$ cat src/rtl/logic_gate_pipe.sv
// logic_gate_pipe: registered bitwise logic unit with valid/ready handshake.
// Eight bitwise functions over two WIDTH-bit operands, one result register
// stage, registered all-ones / any-one flags of the result.
// Optional accepted-transaction counter: define LOGIC_PIPE_STATS_EN.
module logic_gate_pipe #(
    parameter int WIDTH = 8,
    parameter int CNT_W = 16
) (
    input  logic             clk,
    input  logic             rst_n,
    input  logic             in_valid,
    output logic             in_ready,
    input  logic [WIDTH-1:0] a,
    input  logic [WIDTH-1:0] b,
    input  logic [2:0]       op,
    output logic             out_valid,
    input  logic             out_ready,
    output logic [WIDTH-1:0] y,
    output logic             y_all,
    output logic             y_any
`ifdef LOGIC_PIPE_STATS_EN
   ,output logic [CNT_W-1:0] txn_count
`endif
);

    // Reject meaningless widths at elaboration.
    if (WIDTH < 1 || CNT_W < 1) begin : g_bad_param
        $error("logic_gate_pipe: WIDTH and CNT_W must be >= 1");
    end

    localparam logic [2:0] OP_AND  = 3'd0;
    localparam logic [2:0] OP_OR   = 3'd1;
    localparam logic [2:0] OP_XOR  = 3'd2;
    localparam logic [2:0] OP_NAND = 3'd3;
    localparam logic [2:0] OP_NOR  = 3'd4;
    localparam logic [2:0] OP_XNOR = 3'd5;
    localparam logic [2:0] OP_NOT  = 3'd6;

    logic [WIDTH-1:0] r_y;
    logic             r_all;
    logic             r_any;
    logic             r_vld;
    logic [WIDTH-1:0] w_f;
    logic             w_ready;
    logic             w_accept;

    // The stage can take new operands when empty or when its result leaves now.
    assign w_ready  = !r_vld || out_ready;
    assign w_accept = in_valid && w_ready;

    // Selected bitwise function; the last op code (PASS) is the default arm.
    always_comb begin
        w_f = a;
        case (op)
            OP_AND:  w_f = a & b;
            OP_OR:   w_f = a | b;
            OP_XOR:  w_f = a ^ b;
            OP_NAND: w_f = ~(a & b);
            OP_NOR:  w_f = ~(a | b);
            OP_XNOR: w_f = ~(a ^ b);
            OP_NOT:  w_f = ~a;
            default: w_f = a;
        endcase
    end

    // Result register: load on accept, otherwise drop valid once consumed.
    // Data and flags are kept after a drain so the outputs never go X.
    always_ff @(posedge clk) begin
        if (!rst_n) begin
            r_vld <= 1'b0;
            r_y   <= '0;
            r_all <= 1'b0;
            r_any <= 1'b0;
        end else if (w_accept) begin
            r_vld <= 1'b1;
            r_y   <= w_f;
            r_all <= &w_f;
            r_any <= |w_f;
        end else if (out_ready) begin
            r_vld <= 1'b0;
        end
    end

`ifdef LOGIC_PIPE_STATS_EN
    logic [CNT_W-1:0] r_cnt;

    // Saturating count of accepted transactions; only reset clears it.
    always_ff @(posedge clk) begin
        if (!rst_n) begin
            r_cnt <= '0;
        end else if (w_accept && (r_cnt != {CNT_W{1'b1}})) begin
            r_cnt <= r_cnt + CNT_W'(1);
        end
    end

    assign txn_count = r_cnt;
`endif

    assign in_ready  = w_ready;
    assign out_valid = r_vld;
    assign y         = r_y;
    assign y_all     = r_all;
    assign y_any     = r_any;

endmodule

$ cat config.mk
export PLATFORM = sky130hd
export DESIGN_NAME = logic_gate_pipe
export DESIGN_NICKNAME = d
export VERILOG_FILES = /design/src/rtl/logic_gate_pipe.sv
export SDC_FILE = /design/constraint.sdc
export NUM_CORES = 1
export LEC_CHECK = 0
export CAP_MARGIN = 30
export CORE_ASPECT_RATIO = 0.5
export CORE_MARGIN = 1.5
export CORE_UTILIZATION = 54
export CTS_CLUSTER_DIAMETER = 30
export DETAILED_ROUTE_END_ITERATION = 12
export PLACE_DENSITY = 0.86
export SYNTH_ARGS = -nofsm -noshare
export SYNTH_HDL_FRONTEND = slang
export SYNTH_SLANG_ARGS = --single-unit
$ cat constraint.sdc
create_clock -name clk -period 3.6 [get_ports clk]
set_input_delay 0.72 -clock clk [delete_from_list [all_inputs] [get_ports clk]]
set_output_delay 0.72 -clock clk [all_outputs]
set_load 0.1 [all_outputs]
# After elaboration in Yosys (flattened, before gate mapping)
# Cells that the tools add are included.
# W data, S select, Z words.
# word_totals
register_bits	11
elab_cells	27
# op_classes
n_eq_ne	6
n_mux	3
n_bitwise	7
n_reduce_logical	7
# ops
op	n
$pmux W8 S7	1
$not A8 Y8	4
$eq A3 B3 Y1 const B	3
$and A8 B8 Y8	1
$or A8 B8 Y8	1
$reduce_and A8 Y1	1
$reduce_or A8 Y1	1
$xor A8 B8 Y8	1
$eq A3 B2 Y1 const B	2
$eq A3 B1 Y1 const B	1
$logic_not A3 Y1	1
$mux W1	2
$reduce_bool A2 Y1	1
$logic_and A1 B1 Y1	1
$logic_not A1 Y1	1
$logic_or A1 B1 Y1	1

# Logic depth before layout (Yosys ltp)
# Gate-level depths: netlist of run 1.
# depth
word_depth	4
depth_mapped	8

# Least setup slack after synthesis of run 1
# Ideal clock, no wire load.
# synth_timing
path_kind	register to register
startpoint	register r_vld (netlist: out_valid)
endpoint	register r_any (netlist: y_any)
setup_time_ps	131
t_arrival_ps	2621
t_required_ps	3469
setup_slack_ps	848
path_stages_with_launch	6
synth_period_minus_slack_ps	2752
cell_sequence	dfxtp_1 > nand2b_1 > and2_1 > clkbuf_1 > o21ai_0 > a31oi_1
# synth_between
elab_chain_len	3
# synth_rtl
item	line	text
start, declared	42	logic r_vld;
start signal, assigned	70	r_vld <= 1'b0;
start signal, assigned	75	r_vld <= 1'b1;
start signal, assigned	80	r_vld <= 1'b0;
$logic_not A1 Y1	48	assign w_ready = !r_vld || out_ready;
$logic_or A1 B1 Y1	48	
net in_ready	12	output logic in_ready,
$logic_and A1 B1 Y1	49	assign w_accept = in_valid && w_ready;
end signal, assigned	78	r_any <= |w_f;
end, declared	41	logic r_any;
# The timed path passes the listed nets, and every way through them passes these cells.
# A chain may end at the register's enable or synchronous reset.

# Worst setup path after layout of run 1
# layout_timing
startpoint	input a[6]
endpoint	register r_any (netlist: y_any)
# layout_between
elab_chain_len	4
elab_cells_between_ends	9
cone_classes	mux: 1; bitwise: 7; reduce/logical: 1
# layout_rtl
item	line	text
start, declared	13	input logic [WIDTH-1:0] a,
$xor A8 B8 Y8, or another cell as far along	57, 60	
$not A8 Y8 (on tied branches)	60, 58, 59	
$pmux W8 S7 (*)	54	case (op)
$reduce_or A8 Y1 (*)	78	
# Every way passes the cells marked *; elsewhere a longest branch is shown, timed or not.

==> results.json, run 1 <==
{
  "nets": 246,
  "htreeDepth": 1,
  "placed_cells": 237,
  "max_freq_ghz": 0.3799,
  "viasPerCell": 5.515,
  "grt-ovfl-total": 0,
  "diodes": 0,
  "cp.arrival_ns": 2.73,
  "wl_per_cell_um": 12.52,
  "r2r_cells": 5,
  "maxCapViolations": 0,
  "synth.top_cell.area_share": 0.1545,
  "clock_latency_ns": 0.23,
  "path_class": "in -> reg",
  "cts_root_buf": "clkbuf_8",
  "syn-num-nets": 216,
  "synth_ff_type": "dfxtp_1",
  "drt_iter0_markers": 46,
  "design_area_sq_um": 1757,
  "rsz0062_at_grt": "false",
  "dp_hpwl_mm": 2.320,
  "outcome": "complete, no violations",
  "fin_skew_ns": 0.002988,
  "antenna_found_initial": 0,
  "cp_max_fo": 4,
  "ir_drop_mv": 0.1678,
  "fp.dieW_um": 75.65,
  "cts_buffers": 3,
  "dieArea_sq_um": 2975,
  "cp-start-kind": "primary input",
  "p_leak_nw": 0.7636,
  "dieHeight_um": 39.33,
  "cts_setup_buffers": 0,
  "hp-start": "y[3]",
  "cts-resized-gates": 0,
  "async_flop_share": 0,
  "firstDrtPassIters": 4,
  "required_ns": 3.70,
  "r2r-end": "y_any",
  "syn2layout_area_growth_pct": 23.27,
  "wirelength_mm": 3.017,
  "period_needed_ns": 2.633,
  "synth_seq_cells": 11,
  "slew_viol_final": 0,
  "cts_tree": "built",
  "ios": 35,
  "syn_area_sq_um": 1425,
  "track_usage": 0.2208,
  "hold_viol_final": 0,
  "route.detailed.drc": 0,
  "grt_max_degree": 49,
  "cts_sinks": 11,
  "grt_pass1_vias": 1189,
  "worstMarginPinSlew_ns": 0.9693,
  "tns_ns": 0,
  "post-route-period-util": 0.7313,
  "design.core.area_sq_um": 2357,
  "via_count": 1329,
  "ys_seq_area_frac": 0.1545,
  "setup_viol": 0,
  "clkTransAtPathRegs_ns": 0.05,
  "port_buffers": 34,
  "yosys_warnings": 0,
  "r2r_start": "out_valid",
  "grt_pass1_wl_mm": 4.919,
  "postCtsHoldBufs": 0,
  "synth_edf_count": 0,
  "r2r_setup_slack_ns": 2.08,
  "relSlewSlack": 0.3518,
  "hp-class": "reg -> reg",
  "final_cells": 241,
  "power-per-cell-area_nw_per_um2": 289.6,
  "hold_depth": 2,
  "syn_inst": 177,
  "rows": 12,
  "place_area_sq_um": 1712,
  "syn_avg_cell_area_sq_um": 8.052,
  "endpoint_kind": "flip-flop",
  "ys_types": 54,
  "initial_core_util": 0.6046,
  "gp_congestion": 0.7924,
  "clock_path_buffers": 2,
  "yosys.area.top_type": "dfxtp_1",
  "ant_nets": 0,
  "hold_path_end": "y[3]",
  "synth.area.top_cells": "dfxtp_1 (15%), ha_1 (14%), inv_1 (5.3%), nand2_1 (4.5%), nand2b_1 (4.4%)",
  "layout-drive-gt1-share": 0.09709
}
-- cells in the final DEF (no fill, tap or decap), types with 4 or more instances in the layout --
cell             synthesis  final
a21oi_1                  7      7
clkdlybuf4s50_1          0     32
nor2_1                  11     11
o211ai_1                 4      4
nand2b_1                10     10
nand2_1                 17     17
xnor2_1                  4      4
nor2b_1                  4      4
mux2i_1                  5      5
dfxtp_1                 11     11
inv_1                   20     20
ha_1                    16     16
o21ai_0                  5      5
-- synthesized netlist by cell type, drive strengths merged (3+ instances only) --
master	instances
nand2	17
o211a	3
mux2i	5
o211ai	4
a21oi	7
xnor2	4
o21ai	7
and2	3
inv	20
nor2b	4
nand2b	10
a21boi	4
o22ai	3
nor2	14
nor3	3
buf	9
ha	16
a211oi	3
dfxtp	11
-- how the worst max path moves through the flow --
stage	to	from
after floorplan	y_any	out_valid
final	y_any	a[6]
after global routing	y_any	a[5]
after CTS	y_any	op[1]
after global placement	y_any	op[1]
after detailed placement	y_any	op[1]
-- registers in the layout, indices dropped and copies added (netlist names) --
register,flops
y,8
y_any,1
out_valid,1
y_all,1
-- per-stage QoR --
stage               hold slack, ns  utilization  total power [W]  worst slack (ns)
floorplan                   0.8589            -        0.0003282            0.8482
global placement            0.4416       0.7261        0.0003829            0.8149
detailed placement          0.4471       0.7261        0.0003884            0.7305
CTS                         0.4547       0.7452        0.0005085            0.9702
global route                0.4787       0.7452        0.0005344            0.7523
finish                      0.4531       0.7452        0.0005088            0.9675
-- power by group --
| group | internal (W) | switching (W) |
|---|---|---|
| Sequential | 0.000132 | 0.00000518 |
| Clock | 0.0000774 | 0.0000423 |
| Combinational | 0.0000927 | 0.000160 |
-- per-layer routing --
metal	global-route usage	share of wire
met3	0.01799	0.037
met5	0	0
met1	0.2725	0.49
met2	0.4211	0.47
met4	0.05804	0.0083
-- layout make-up --
class / count / area (sq um)
multi-input cells: 135 / 1025
flip-flops and latches: 11 / 220.2
well taps: 35 / 43.79
fillers: 182 / 600.6
inverters: 20 / 75.07
clock buffers: 4 / 45.04
repair buffers: 36 / 347.8
-- critical path: stages --
cell and delay (ns):
clkdlybuf4s50_1 0.53, inv_1 0.08, ha_1 0.31, or4b_1 0.52, o211ai_1 0.10, o21ai_1 0.11, o21ai_1 0.11, nor2b_1 0.16
a31oi_1 0.10
-- kinds of logic (layout without fill, tap and decap cells) --
family,count (synthesis),after routing,share of synthesized area
AO/OA/AOI/OAI,44,44,0.2432
adder cells (fa/ha/maj),16,16,0.1405
buffers and inverters,31,60,0.1264
XOR/XNOR,6,6,0.03687
flip-flops,11,11,0.1545
multiplexers,7,7,0.05882
AND/OR/NAND/NOR,62,62,0.2397
No activity file was read; power rests on OpenSTA's default activity.
==> run 2, diff against run 1 <==
- CORE_UTILIZATION: 54 -> 45
- PLACE_DENSITY: 0.86 -> 0.77
- clock period: 3.6 -> 2.1 ns (I/O delays scaled with it)
==> results.json, run 2 (synthesis gave the netlist of run 1 again) <==
{
  "wl_per_cell_um": 11.76,
  "nFillCells": 253,
  "ir_drop_mv": 0.3941,
  "syn2layout_area_growth_pct": 43.02,
  "via_count": 1415,
  "critPathMaxStageDelay_ns": 0.45,
  "hp-start": "y[7]",
  "endpoint_kind": "flip-flop",
  "place_area_sq_um": 1924,
  "diodes": 0,
  "r2r-end": "y_all",
  "slew_viol_final": 0,
  "grt_max_degree": 19,
  "post-route-period-util": 0.9573,
  "dieHeight_um": 42.80,
  "dieArea_sq_um": 3534,
  "dp_hpwl_mm": 2.640,
  "relSlewSlack": 0.7487,
  "cts_tree": "built",
  "largest_reg_flops": 8,
  "hp-class": "reg -> reg",
  "grt-ovfl-total": 0,
  "startpoint": "a[3]",
  "ant_nets": 0,
  "gp_congestion": 0.8180,
  "design.core.area_sq_um": 3013,
  "ff_latch_area_sq_um": 221.5,
  "viasPerCell": 5.127,
  "multi_input_area_sq_um": 1076,
  "crit_slowest_cell": "clkdlybuf4s50_1",
  "path_class": "in -> reg",
  "worstPathCellList": "clkdlybuf4s50_1, ha_1, nor2b_1, a2111oi_2, nor3_2, nor4_2, a31oi_1",
  "cp-start-kind": "primary input",
  "worstMarginPinSlew_ns": 0.3769,
  "r2r_cells": 6,
  "r2r_start": "out_valid",
  "rsz0062_at_grt": "false",
  "clock_latency_ns": 0.23,
  "antenna_found_initial": 0,
  "finalPower_w": 0.0009287,
  "fp.dieW_um": 82.59,
  "power-per-cell-area_nw_per_um2": 455.7,
  "hold_path_end": "y[7]",
  "maxCapViolations": 0,
  "grt_pass1_wl_mm": 4.961,
  "setup_viol": 0,
  "cp_num_buf_inv": 1,
  "outcome": "complete, no violations",
  "port_buffers": 34,
  "htreeDepth": 1,
  "mostFrequentLayoutCell": "buf_4",
  "hold_viol_final": 0,
  "ios": 35,
  "track_usage": 0.1791,
  "max_freq_ghz": 0.4974,
  "r2r_setup_slack_ns": 0.90,
  "clkTransAtPathRegs_ns": 0.05,
  "final_cell_mix": "buf_4 (43), inv_1 (16), nand2_1 (16)",
  "route.detailed.drc": 0,
  "clock_path_buffers": 2,
  "p_leak_nw": 0.9975,
  "rows": 14,
  "grt_pass1_vias": 1225,
  "period_needed_ns": 2.010,
  "final_cells": 276,
  "cts_sinks": 11,
  "cp_top_family": "simple AND/OR/NAND/NOR gates",
  "nets": 276,
  "layout-drive-gt1-share": 0.3093,
  "hold_depth": 2,
  "wirelength_mm": 3.245,
  "firstDrtPassIters": 4,
  "required_ns": 2.21,
  "cts_root_buf": "clkbuf_8",
  "cp.arrival_ns": 2.12,
  "initial_core_util": 0.4730,
  "cts_buffers": 3,
  "postCtsHoldBufs": 0,
  "design_area_sq_um": 2038,
  "cp_max_fo": 3,
  "placed_cells": 271,
  "drt_iter0_markers": 30,
  "fin_skew_ns": 0.001120
}
run 2: repair_timing:
action	in CTS	in global routing
setup endpoints to repair	2	7
pin swaps	7	7
setup buffers	1	0
gates resized for setup	7	15
run 2: final cells by class:
class                           count  share of cell area
Inverter                           20             0.03683
Timing Repair Buffer               66              0.2799
Tap cell                           40             0.02455
Multi-Input combinational cell    135              0.5279
Sequential cell                    11              0.1087
Clock buffer                        4             0.02210
run 2: routing by layer:
metal,up-vias,wire (um),GRT usage
li1,729,-,-
met1,657,1588,0.2227
met2,29,1587,0.3203
met3,0,69,0.01505
met4,0,0,0.06667
met5,-,0,0
run 2: worst max-delay path by stage:
stage	end	slack (ns)	depth (start not counted)
floorplan	y_any	0.13	5
global placement	y_any	-0.35	9
detailed placement	y_any	-0.41	9
CTS	y_any	0.007	9
global route	y_all	0.006	9
finish	y_any	0.09	7
run 2: worst min-delay path, stage by stage, from the launching register on:
cell	delay, ns
dfxtp_1	0.31
nand2_1	0.05
a21boi_1	0.05
run 2: stage by stage:
step	util	hold WS, ns	setup TNS (ns)	worst slack (ns)
after floorplan	-	0.5514	0	0.1270
after global placement	0.6387	0.4442	-1.630	-0.3487
after detailed placement	0.6387	0.4556	-2.031	-0.4055
after CTS	0.6607	0.4694	0	0.007115
after global routing	0.6765	0.4984	0	0.006444
final	0.6765	0.4616	0	0.08958
run 2: report_power, final:
| part | total, W | leakage [nW] | internal, W | switching (W) |
|---|---|---|---|---|
| clock | 0.000204 | 0.0228 | 0.000133 | 0.0000718 |
| combinational | 0.000490 | 0.884 | 0.000200 | 0.000290 |
| sequential | 0.000234 | 0.0912 | 0.000226 | 0.00000838 |
